==> src/rtl/timing_fpga_pkg.sv <==
// timing_fpga_pkg: shared types, count-width helpers and parameter legality checks for timing_fpga_core
package timing_fpga_pkg;
  typedef enum logic {IDLE, PENDING} stop_state_e;
  localparam int DefaultCpsW = $clog2(10000);
  localparam int DefaultSlowW = $clog2(100);
  function automatic int cnt_w(input int n);
    return (n < 2) ? 1 : $clog2(n);
  endfunction
  function automatic bit params_ok(input int cps, input int pps_w, input int slow_p);
    return (pps_w >= 1) && (pps_w < cps) && (slow_p >= 4) && (slow_p % 2 == 0) && (cps % slow_p == 0);
  endfunction
endpackage

==> src/rtl/timing_fpga_core_pps_sync_edge.sv <==
// pps_sync_edge: two-flop synchroniser for an async pulse plus rising-edge detect (clk, rst, d in; rise out, combinational from flops)
module pps_sync_edge (
  input  logic clk,
  input  logic rst,
  input  logic d,
  output logic rise
);
  logic [2:0] sync_d, sync_q;
  always_comb sync_d = {sync_q[1:0], d};
  always_ff @(posedge clk) sync_q <= rst ? 3'b000 : sync_d;
  assign rise = sync_q[1] & ~sync_q[2];
endmodule

==> src/rtl/timing_fpga_core.sv <==
// timing_fpga_core: second counter, slow clock, PPS/TOS marks and slow-clock-aligned TDC stop (clk_tf, tf_reset, pps_raw_logic in; registered marks out)
module timing_fpga_core
  import timing_fpga_pkg::*;
#(
  parameter int ClocksPerSecond = 10000,
  parameter int PpsPulseWidth = 10,
  parameter int SlowClockPeriod = 100
) (
  input  logic clk_tf,
  input  logic tf_reset,
  input  logic pps_raw_logic,
  output logic tos_mark_ddc,
  output logic tdc_stop_next,
  output logic pps_clean_next,
  output logic uc_slow_clock,
  output logic uc_pps_next,
  output logic uc_stop_next,
  output logic uc_stop_done
);
  localparam int CW = cnt_w(ClocksPerSecond);
  localparam int PW = cnt_w(SlowClockPeriod);
  localparam logic [CW-1:0] CLast = CW'(ClocksPerSecond - 1);
  localparam logic [PW-1:0] PLast = PW'(SlowClockPeriod - 1);
  if (!params_ok(ClocksPerSecond, PpsPulseWidth, SlowClockPeriod)) begin : g_bad_params
    $error("timing_fpga_core: illegal parameter combination");
  end
  logic rise, stop_fire, arm;
  logic [CW-1:0] sec_cnt_d, sec_cnt_q;
  logic [PW-1:0] ph_d, ph_q;
  stop_state_e state_d, state_q;
  logic tos_d, tos_q, stop_d, stop_q, clean_d, clean_q, slow_d, slow_q, upps_d, upps_q, done_d, done_q;
  pps_sync_edge u_sync (
    .clk (clk_tf),
    .rst (tf_reset),
    .d   (pps_raw_logic),
    .rise(rise)
  );
  // Phase counts alongside the second counter; since the period divides the
  // second, both wrap together and ph always equals sec_cnt mod period.
  always_comb begin
    sec_cnt_d = (sec_cnt_q == CLast) ? '0 : sec_cnt_q + 1'b1;
    ph_d = (ph_q == PLast) ? '0 : ph_q + 1'b1;
    stop_fire = (state_q == PENDING) && (ph_q == PLast);
    arm = (state_q == IDLE) && rise;
    state_d = stop_fire ? IDLE : arm ? PENDING : state_q;
    done_d = stop_fire ? 1'b1 : arm ? 1'b0 : done_q;
    stop_d = stop_fire;
    tos_d = (sec_cnt_q == '0);
    clean_d = (sec_cnt_q == CLast) || (int'(sec_cnt_q) <= PpsPulseWidth - 2);
    slow_d = int'(ph_q) < SlowClockPeriod / 2;
    upps_d = (sec_cnt_q == CLast) || (int'(sec_cnt_q) <= SlowClockPeriod - 2);
  end
  always_ff @(posedge clk_tf) begin
    if (tf_reset) begin
      sec_cnt_q <= '0;
      ph_q <= '0;
      state_q <= IDLE;
      tos_q <= 1'b0;
      stop_q <= 1'b0;
      clean_q <= 1'b0;
      slow_q <= 1'b0;
      upps_q <= 1'b0;
      done_q <= 1'b0;
    end else begin
      sec_cnt_q <= sec_cnt_d;
      ph_q <= ph_d;
      state_q <= state_d;
      tos_q <= tos_d;
      stop_q <= stop_d;
      clean_q <= clean_d;
      slow_q <= slow_d;
      upps_q <= upps_d;
      done_q <= done_d;
    end
  end
  assign tos_mark_ddc = tos_q;
  assign tdc_stop_next = stop_q;
  assign uc_stop_next = stop_q;
  assign pps_clean_next = clean_q;
  assign uc_slow_clock = slow_q;
  assign uc_pps_next = upps_q;
  assign uc_stop_done = done_q;
endmodule

==> config.mk <==
export PLATFORM = sky130hd
export DESIGN_NAME = timing_fpga_core
export DESIGN_NICKNAME = d
export VERILOG_FILES = /design/src/rtl/timing_fpga_pkg.sv /design/src/rtl/timing_fpga_core_pps_sync_edge.sv /design/src/rtl/timing_fpga_core.sv
export SDC_FILE = /design/constraint.sdc
export NUM_CORES = 1
export LEC_CHECK = 0
export CAP_MARGIN = 20
export CORE_MARGIN = 5
export CORE_UTILIZATION = 60
export DETAILED_ROUTE_END_ITERATION = 8
export PLACE_DENSITY = 0.93
export SETUP_SLACK_MARGIN = 0.5
export SLEW_MARGIN = 20
export SYNTH_ARGS = -nofsm -noshare
export SYNTH_HDL_FRONTEND = slang
export SYNTH_SLANG_ARGS = --single-unit
==> constraint.sdc <==
create_clock -name clk_tf -period 3.7 [get_ports clk_tf]
set_input_delay 0.555 -clock clk_tf [delete_from_list [all_inputs] [get_ports clk_tf]]
set_output_delay 0.555 -clock clk_tf [all_outputs]
set_load 0.02 [all_outputs]
==> summary.txt, run 1 <==
Status
  – Status: finished clean

Setup path
  – Worst setup EP type: output port
  – Crit path DAT: 1.27 ns
  – Worst path slowest cell: clkdlybuf4s50_1
  – WP buf/inv: 1
  – Critical Path Start Type: flip-flop
  – Required @ worst endpoint: 3.14 ns
  – CP Cell Sequence: clkdlybuf4s50_1
  – Kind of critical path: reg2out
  – Max stage delay on crit path: 0.60 ns
  – CP max FO: 2
  – Delay-heaviest family, CP: buffers and inverters

Drt
  – DRC viols: 0
  – Final WL: 2340 um
  – Detail Route Antenna Nets: 0
  – Vias per inst: 5.58
  – 1st-iter DRT viols: 33
  – Routed len/inst: 13.1 um
  – Drt first pass iters: 4
  – Via count: 994

Floorplan
  – Die W: 56.6 um
  – Die area: 0.00320 sq mm
  – # rows: 16
  – CORE AREA: 0.00202 sq mm
  – Die Ht: 56.6 um
  – Num ports: 10
  – Initial Util: 64.4%

Logic synthesis
  – Largest family of logic cells by synthesized area: simple AND/OR/NAND/NOR gates
  – Cells after Synth: 142
  – Synth top cells by count: 31 x dfxtp_1, 24 x nor2_1, 10 x nand3_1, 10 x xnor2_1, 8 x inv_1
  – Mapped Nets: 148
  – Synth Area per Inst: 9.17 sq um
  – Ys flop type: dfxtp_1
  – Number of flops mapped to enable cells by yosys: 0
  – Warnings from Yosys: 0
  – Top cell type's share of synthesized area: 47.6%
  – Post-Synth Simple-Gate Area: 28.3%
  – Synthesized flop and latch total: 31
  – Mapped cell area: 0.00130 sq mm
  – Synth cell types: 35
  – Largest cells by area after synthesis: dfxtp_1 48%, nor2_1 6.9%, xnor2_1 6.7%
  – Compound-Gate Fraction of Synth Area: 5.28%
  – Most common cell in the synthesized netlist: dfxtp_1
  – Post-synthesis mux area share: 0%
  – Yosys top cell by area: dfxtp_1
  – XOR/XNOR share of the synthesized area: 10.8%
  – Synth Area in Adders: 2.88%
  – Post-synth ARST share: 0%
  – Sequential area share after synthesis: 47.6%

Global route
  – Largest net degree at the start of global routing: 16
  – Number of global-route vias before repair: 865
  – Global-route wire length before repair: 3880 um
  – Global route overflow: 0
  – Met3 Usage GRT: 7.57%
  – All-layer global routing usage: 16.0%
  – Met2 Usage GRT: 25.1%
  – Initial antenna violation count: 0
  – Met1 Track Usage GR: 17.7%
  – Layer with the highest usage: met2

Clocking
  – Postcts setup bufs: 0
  – H-tree Lvls: 2
  – Clock sinks: 31
  – CTS tree: yes
  – Clock Root Buffer: clkbuf_4
  – Worst-Skew Late Latency: 0.33 ns
  – Clock Pin Slew Worst Setup and Hold Paths: 0.09 ns
  – CTS Hold Bufs: 0
  – Clk buf depth: 2
  – Total CTS buffers: 5
  – Post-CTS Resized: 0

Min path
  – Hold Path Class: reg2reg

STA
  – Final TNS setup: 0 ns
  – Skew final: 0.00523 ns
  – Final setup violation count: 0
  – FMAX: 0.548 GHz
  – Endpoints failing hold: 0
  – Max transition margin: 66.1%
  – Fin crit share: 49.3%
  – Final worst path period need: 1.82 ns
  – Slew @ Worst Pin: 0.507 ns
  – RSZ-0062 raised after global routing: no
  – Max-slew violation count: 0

Power and ir drop
  – Static leakage: 0.542 nW
  – Internal: 0.449 mW
  – Clock share of power: 33.6%
  – Sw power: 0.138 mW
  – Pwr/cell area: 405 mW/mm^2
  – Tot Pwr: 0.586 mW
  – Combinational share of power: 6.3%
  – Flop pwr share: 60.1%
  – Largest vdd supply drop: 0.294 mV
  – Switching Share: 23.5%

Cells and area
  – Layout cells sized above 1: 9.27%
  – Area grow syn2layout: 11.0%
  – Final design utilization: 71.5%
  – Nets: 157
  – N_diodes: 0
  – Filler instances: 136

Placed design
  – I/O Buffers: 9
  – DP HPWL: 1660 um
  – GPL Wtd Cong: 0.741

Run
  – Max Cap Viol: 0
==> routing by layer <==
layer | share of wire [%] | routed length (um) | vias up
met4 | 2.3 | 54 | 0
met3 | 6.2 | 145 | 9
met2 | 47 | 1100 | 23
met1 | 44 | 1030 | 465
met5 | 0 | 0 | -
li1 | - | - | 497
==> final cells by class <==
type                            instances  area [sq um]  share of cell area, %
Clock buffer                            6          51.3                   3.55
Clock inverter                          1          5.00                  0.346
Inverter                                8          30.0                   2.08
Multi-Input combinational cell         96           616                   42.6
Sequential cell                        31           621                   42.9
Tap cell                               27          33.8                   2.34
Timing Repair Buffer                    9          90.1                   6.23
==> final timing paths <==
check	slack, ns	from	to	depth (start not counted)
max	1.88	uc_stop_done$_SDFFE_PP0P_	uc_stop_done	1
min	0.45	u_sync.sync_q[0]$_SDFF_PP0_	u_sync.sync_q[1]$_SDFF_PP0_	1
max reg2reg	1.92	sec_cnt_q[0]$_SDFF_PP0_	sec_cnt_q[5]$_SDFF_PP0_	5
min reg2reg	0.45	u_sync.sync_q[0]$_SDFF_PP0_	u_sync.sync_q[1]$_SDFF_PP0_	1
==> power by group through the flow <==
| stage | registers, mW | clock network (mW) | logic, mW |
|---|---|---|---|
| after floorplan | 0.360 | 0 | 0.0232 |
| after global routing | 0.354 | 0.218 | 0.0414 |
| after detailed placement | 0.360 | 0 | 0.0366 |
| final | 0.352 | 0.197 | 0.0366 |
| after global placement | 0.359 | 0 | 0.0342 |
| after CTS | 0.352 | 0.203 | 0.0373 |
==> registers in the layout, indices dropped and copies added, names as in the netlist <==
signal	count
ph_q	7
uc_stop_done	1
u_sync.sync_q	3
uc_pps_next	1
tdc_stop_next	1
sec_cnt_q	14
uc_slow_clock	1
state_q	1
pps_clean_next	1
tos_mark_ddc	1
==> cells by family (layout without fill, tap and decap cells) <==
logic type                 count (synthesis)  count (layout)
and+or+nand+nor                           67              67
adders and majority gates                  3               3
DFF                                       31              31
buffers and inverters                     15              24
AOI/OAI and AO/OA                         10              10
xor gates and xnor gates                  16              16
==> metrics by stage <==
stage          cell area, sq um  hold slack (ns)  instances  worst slack, ns
2_1_floorplan              1300            0.412        142             2.29
3_3_place_gp               1390            0.421        171             1.70
3_5_place_dp               1390            0.435        171             1.65
4_1_cts                    1450            0.465        178             1.85
5_1_grt                    1450            0.478        178             1.76
6_report                   1450            0.453        178             1.88
==> cells in the final DEF, fill, tap and decap left out, drive strengths merged, types with 5 or more instances in the layout <==
cell type	count
nor2	24
xnor2	10
xor2	6
clkdlybuf4s50	9
dfxtp	31
inv	8
clkbuf	6
nand3	10
a21oi	5
nand2	5
No activity file was read; power rests on OpenSTA's default activity.
==> run 2: changes to the inputs <==
--- a/config.mk
+++ b/config.mk
@@ -7,9 +7,9 @@
 export LEC_CHECK = 0
 export CAP_MARGIN = 20
 export CORE_MARGIN = 5
-export CORE_UTILIZATION = 60
+export CORE_UTILIZATION = 50
 export DETAILED_ROUTE_END_ITERATION = 8
-export PLACE_DENSITY = 0.93
+export PLACE_DENSITY = 0.84
 export SETUP_SLACK_MARGIN = 0.5
 export SLEW_MARGIN = 20
 export SYNTH_ARGS = -nofsm -noshare
==> constraint.sdc (replaced) <==
create_clock -name clk_tf -period 1.5 [get_ports clk_tf]
set_input_delay 0.225 -clock clk_tf [delete_from_list [all_inputs] [get_ports clk_tf]]
set_output_delay 0.225 -clock clk_tf [all_outputs]
set_load 0.02 [all_outputs]
==> summary.txt, run 2 (synthesis gave the netlist of run 1 again) <==
Clocking
  – Total CTS buffers: 5
  – CTS Hold Bufs: 0
  – Clk buf depth: 2
  – Worst-Skew Late Latency: 0.34 ns
  – Clock sinks: 31
  – CTS tree: yes
  – H-tree Lvls: 2
  – Clock Pin Slew Worst Setup and Hold Paths: 0.09 ns
  – Clock Root Buffer: clkbuf_4

Cells and area
  – Layout cells sized above 1: 57.5%
  – Filler instances: 128
  – Max reg flops: 14
  – Most frequent cells in the layout: 22 x buf_4, 14 x nor2_2, 14 x dfxtp_2, 12 x buf_6, 10 x xnor2_1
  – N_diodes: 0
  – Most flops, register: sec_cnt_q
  – Commonest non-fill, non-tap cell in the layout: buf_4
  – Top Registers: sec_cnt_q x14, ph_q x7, u_sync.sync_q x3
  – Nets: 184
  – Final design utilization: 78.9%
  – Area grow syn2layout: 50.1%

STA
  – Fin crit share: 96.6%
  – Slew @ Worst Pin: 0.499 ns
  – Max transition margin: 65.9%
  – Max-slew violation count: 0
  – Final worst slack: 0.0510 ns
  – Skew final: 0.0209 ns
  – Endpoints failing hold: 0
  – Final TNS setup: 0 ns
  – Final worst path period need: 1.45 ns
  – RSZ-0062 raised after global routing: yes
  – FMAX: 0.690 GHz
  – Final setup violation count: 0

Placed design
  – Placement Setup Slack: 0.0905 ns
  – I/O Buffers: 9
  – GPL Wtd Cong: 0.811
  – DP HPWL: 1770 um

Floorplan
  – Die area: 0.00373 sq mm
  – CORE AREA: 0.00248 sq mm
  – # rows: 18
  – Initial Util: 52.6%
  – Die W: 61.0 um
  – Die Ht: 61.0 um
  – Num ports: 10

Run
  – Max Cap Viol: 0

Setup path
  – FF-to-FF setup slack: 0.05 ns
  – Reg2reg start: sec_cnt_q[10]$_SDFF_PP0_
  – CP max FO: 7
  – Required @ worst endpoint: 1.71 ns
  – Kind of critical path: reg2reg
  – Critical Path Start Type: flip-flop
  – Crit path DAT: 1.66 ns
  – Worst Reg-to-Reg Cells: 5
  – Worst setup EP type: flip-flop
  – Reg2Reg Capture Point: sec_cnt_q[3]$_SDFF_PP0_

Min path
  – Hold Path Class: reg2reg
  – Min-delay src: u_sync.sync_q[0]$_SDFF_PP0_
  – Hold endpoint: u_sync.sync_q[1]$_SDFF_PP0_
  – Cell depth of the worst hold path: 1

Power and ir drop
  – Static leakage: 0.732 nW
  – Pwr/cell area: 855 mW/mm^2
  – Largest vdd supply drop: 0.812 mV
  – Tot Pwr: 1.67 mW

Drt
  – Detail Route Antenna Nets: 0
  – Via count: 1,192
  – 1st-iter DRT viols: 95
  – DRC viols: 0
  – Routed len/inst: 18.4 um
  – Drt first pass iters: 4
  – Vias per inst: 5.70
  – Final WL: 3840 um

Global route
  – Largest net degree at the start of global routing: 11
  – Number of global-route vias before repair: 1,187
  – Global-route wire length before repair: 5420 um
  – Global route overflow: 0
  – All-layer global routing usage: 20.4%
  – Initial antenna violation count: 0

Status
  – Status: finished clean
run 2: cell types whose count changed in the layout (fill, tap and decap cells not counted), sizes merged:
cell and change:
clkdlybuf4s50 -7, buf +34, clkbuf +1
run 2: layout make-up:
type | instances | area, sq um | area share [%]
repair buffers | 36 | 320 | 16.4
inverters | 8 | 30.0 | 1.54
flip-flops and latches | 31 | 668 | 34.2
clock buffers | 7 | 76.3 | 3.90
well taps | 30 | 37.5 | 1.92
clock inverters | 1 | 5.00 | 0.256
multi-input cells | 96 | 818 | 41.8
run 2: worst max-delay path by stage:
stage                             startpoint                  endpoint  depth (start not counted)
floorplan            sec_cnt_q[8]$_SDFF_PP0_    uc_pps_next$_SDFF_PP0_                          4
global placement     sec_cnt_q[4]$_SDFF_PP0_   sec_cnt_q[9]$_SDFF_PP0_                          4
detailed placement   sec_cnt_q[4]$_SDFF_PP0_   sec_cnt_q[9]$_SDFF_PP0_                          4
CTS                  sec_cnt_q[8]$_SDFF_PP0_    uc_pps_next$_SDFF_PP0_                          4
global route         sec_cnt_q[4]$_SDFF_PP0_  sec_cnt_q[10]$_SDFF_PP0_                          5
finish              sec_cnt_q[10]$_SDFF_PP0_   sec_cnt_q[3]$_SDFF_PP0_                          5
run 2: critical path, stage by stage, from the launching register on:
cell and delay [ns]:
dfxtp_1 0.46, nand3_1 0.16, nand4b_1 0.25, nand2b_1 0.23
buf_6 0.19, nor2_2 0.05
run 2: repair_timing:
| item | in CTS | in global routing |
|---|---|---|
| gates cloned | 1 | 0 |
| setup buffers | 19 | 4 |
| gates resized for setup | 60 | 36 |
| endpoints found under the setup margin | 34 | 33 |
| pin swaps | 16 | 14 |
run 2: through the flow:
stage | hold slack [ns] | std cells | cell area (sq um)
2_1_floorplan | 0.297 | 142 | 1420
3_3_place_gp | 0.419 | 177 | 1520
3_5_place_dp | 0.433 | 177 | 1520
4_1_cts | 0.444 | 205 | 1810
5_1_grt | 0.476 | 209 | 1960
6_report | 0.450 | 209 | 1960
run 2: power breakdown:
group	total [mW]	switching, mW	internal (mW)
registers	0.870	0.0288	0.842
clock network	0.630	0.303	0.327
logic	0.171	0.0822	0.0890
run 2: metal layers:
metal	wire, um	GRT usage (%)
met1	1520	20.3
met2	2040	37.5
met3	174	5.87
met4	103	11.1
met5	0	0
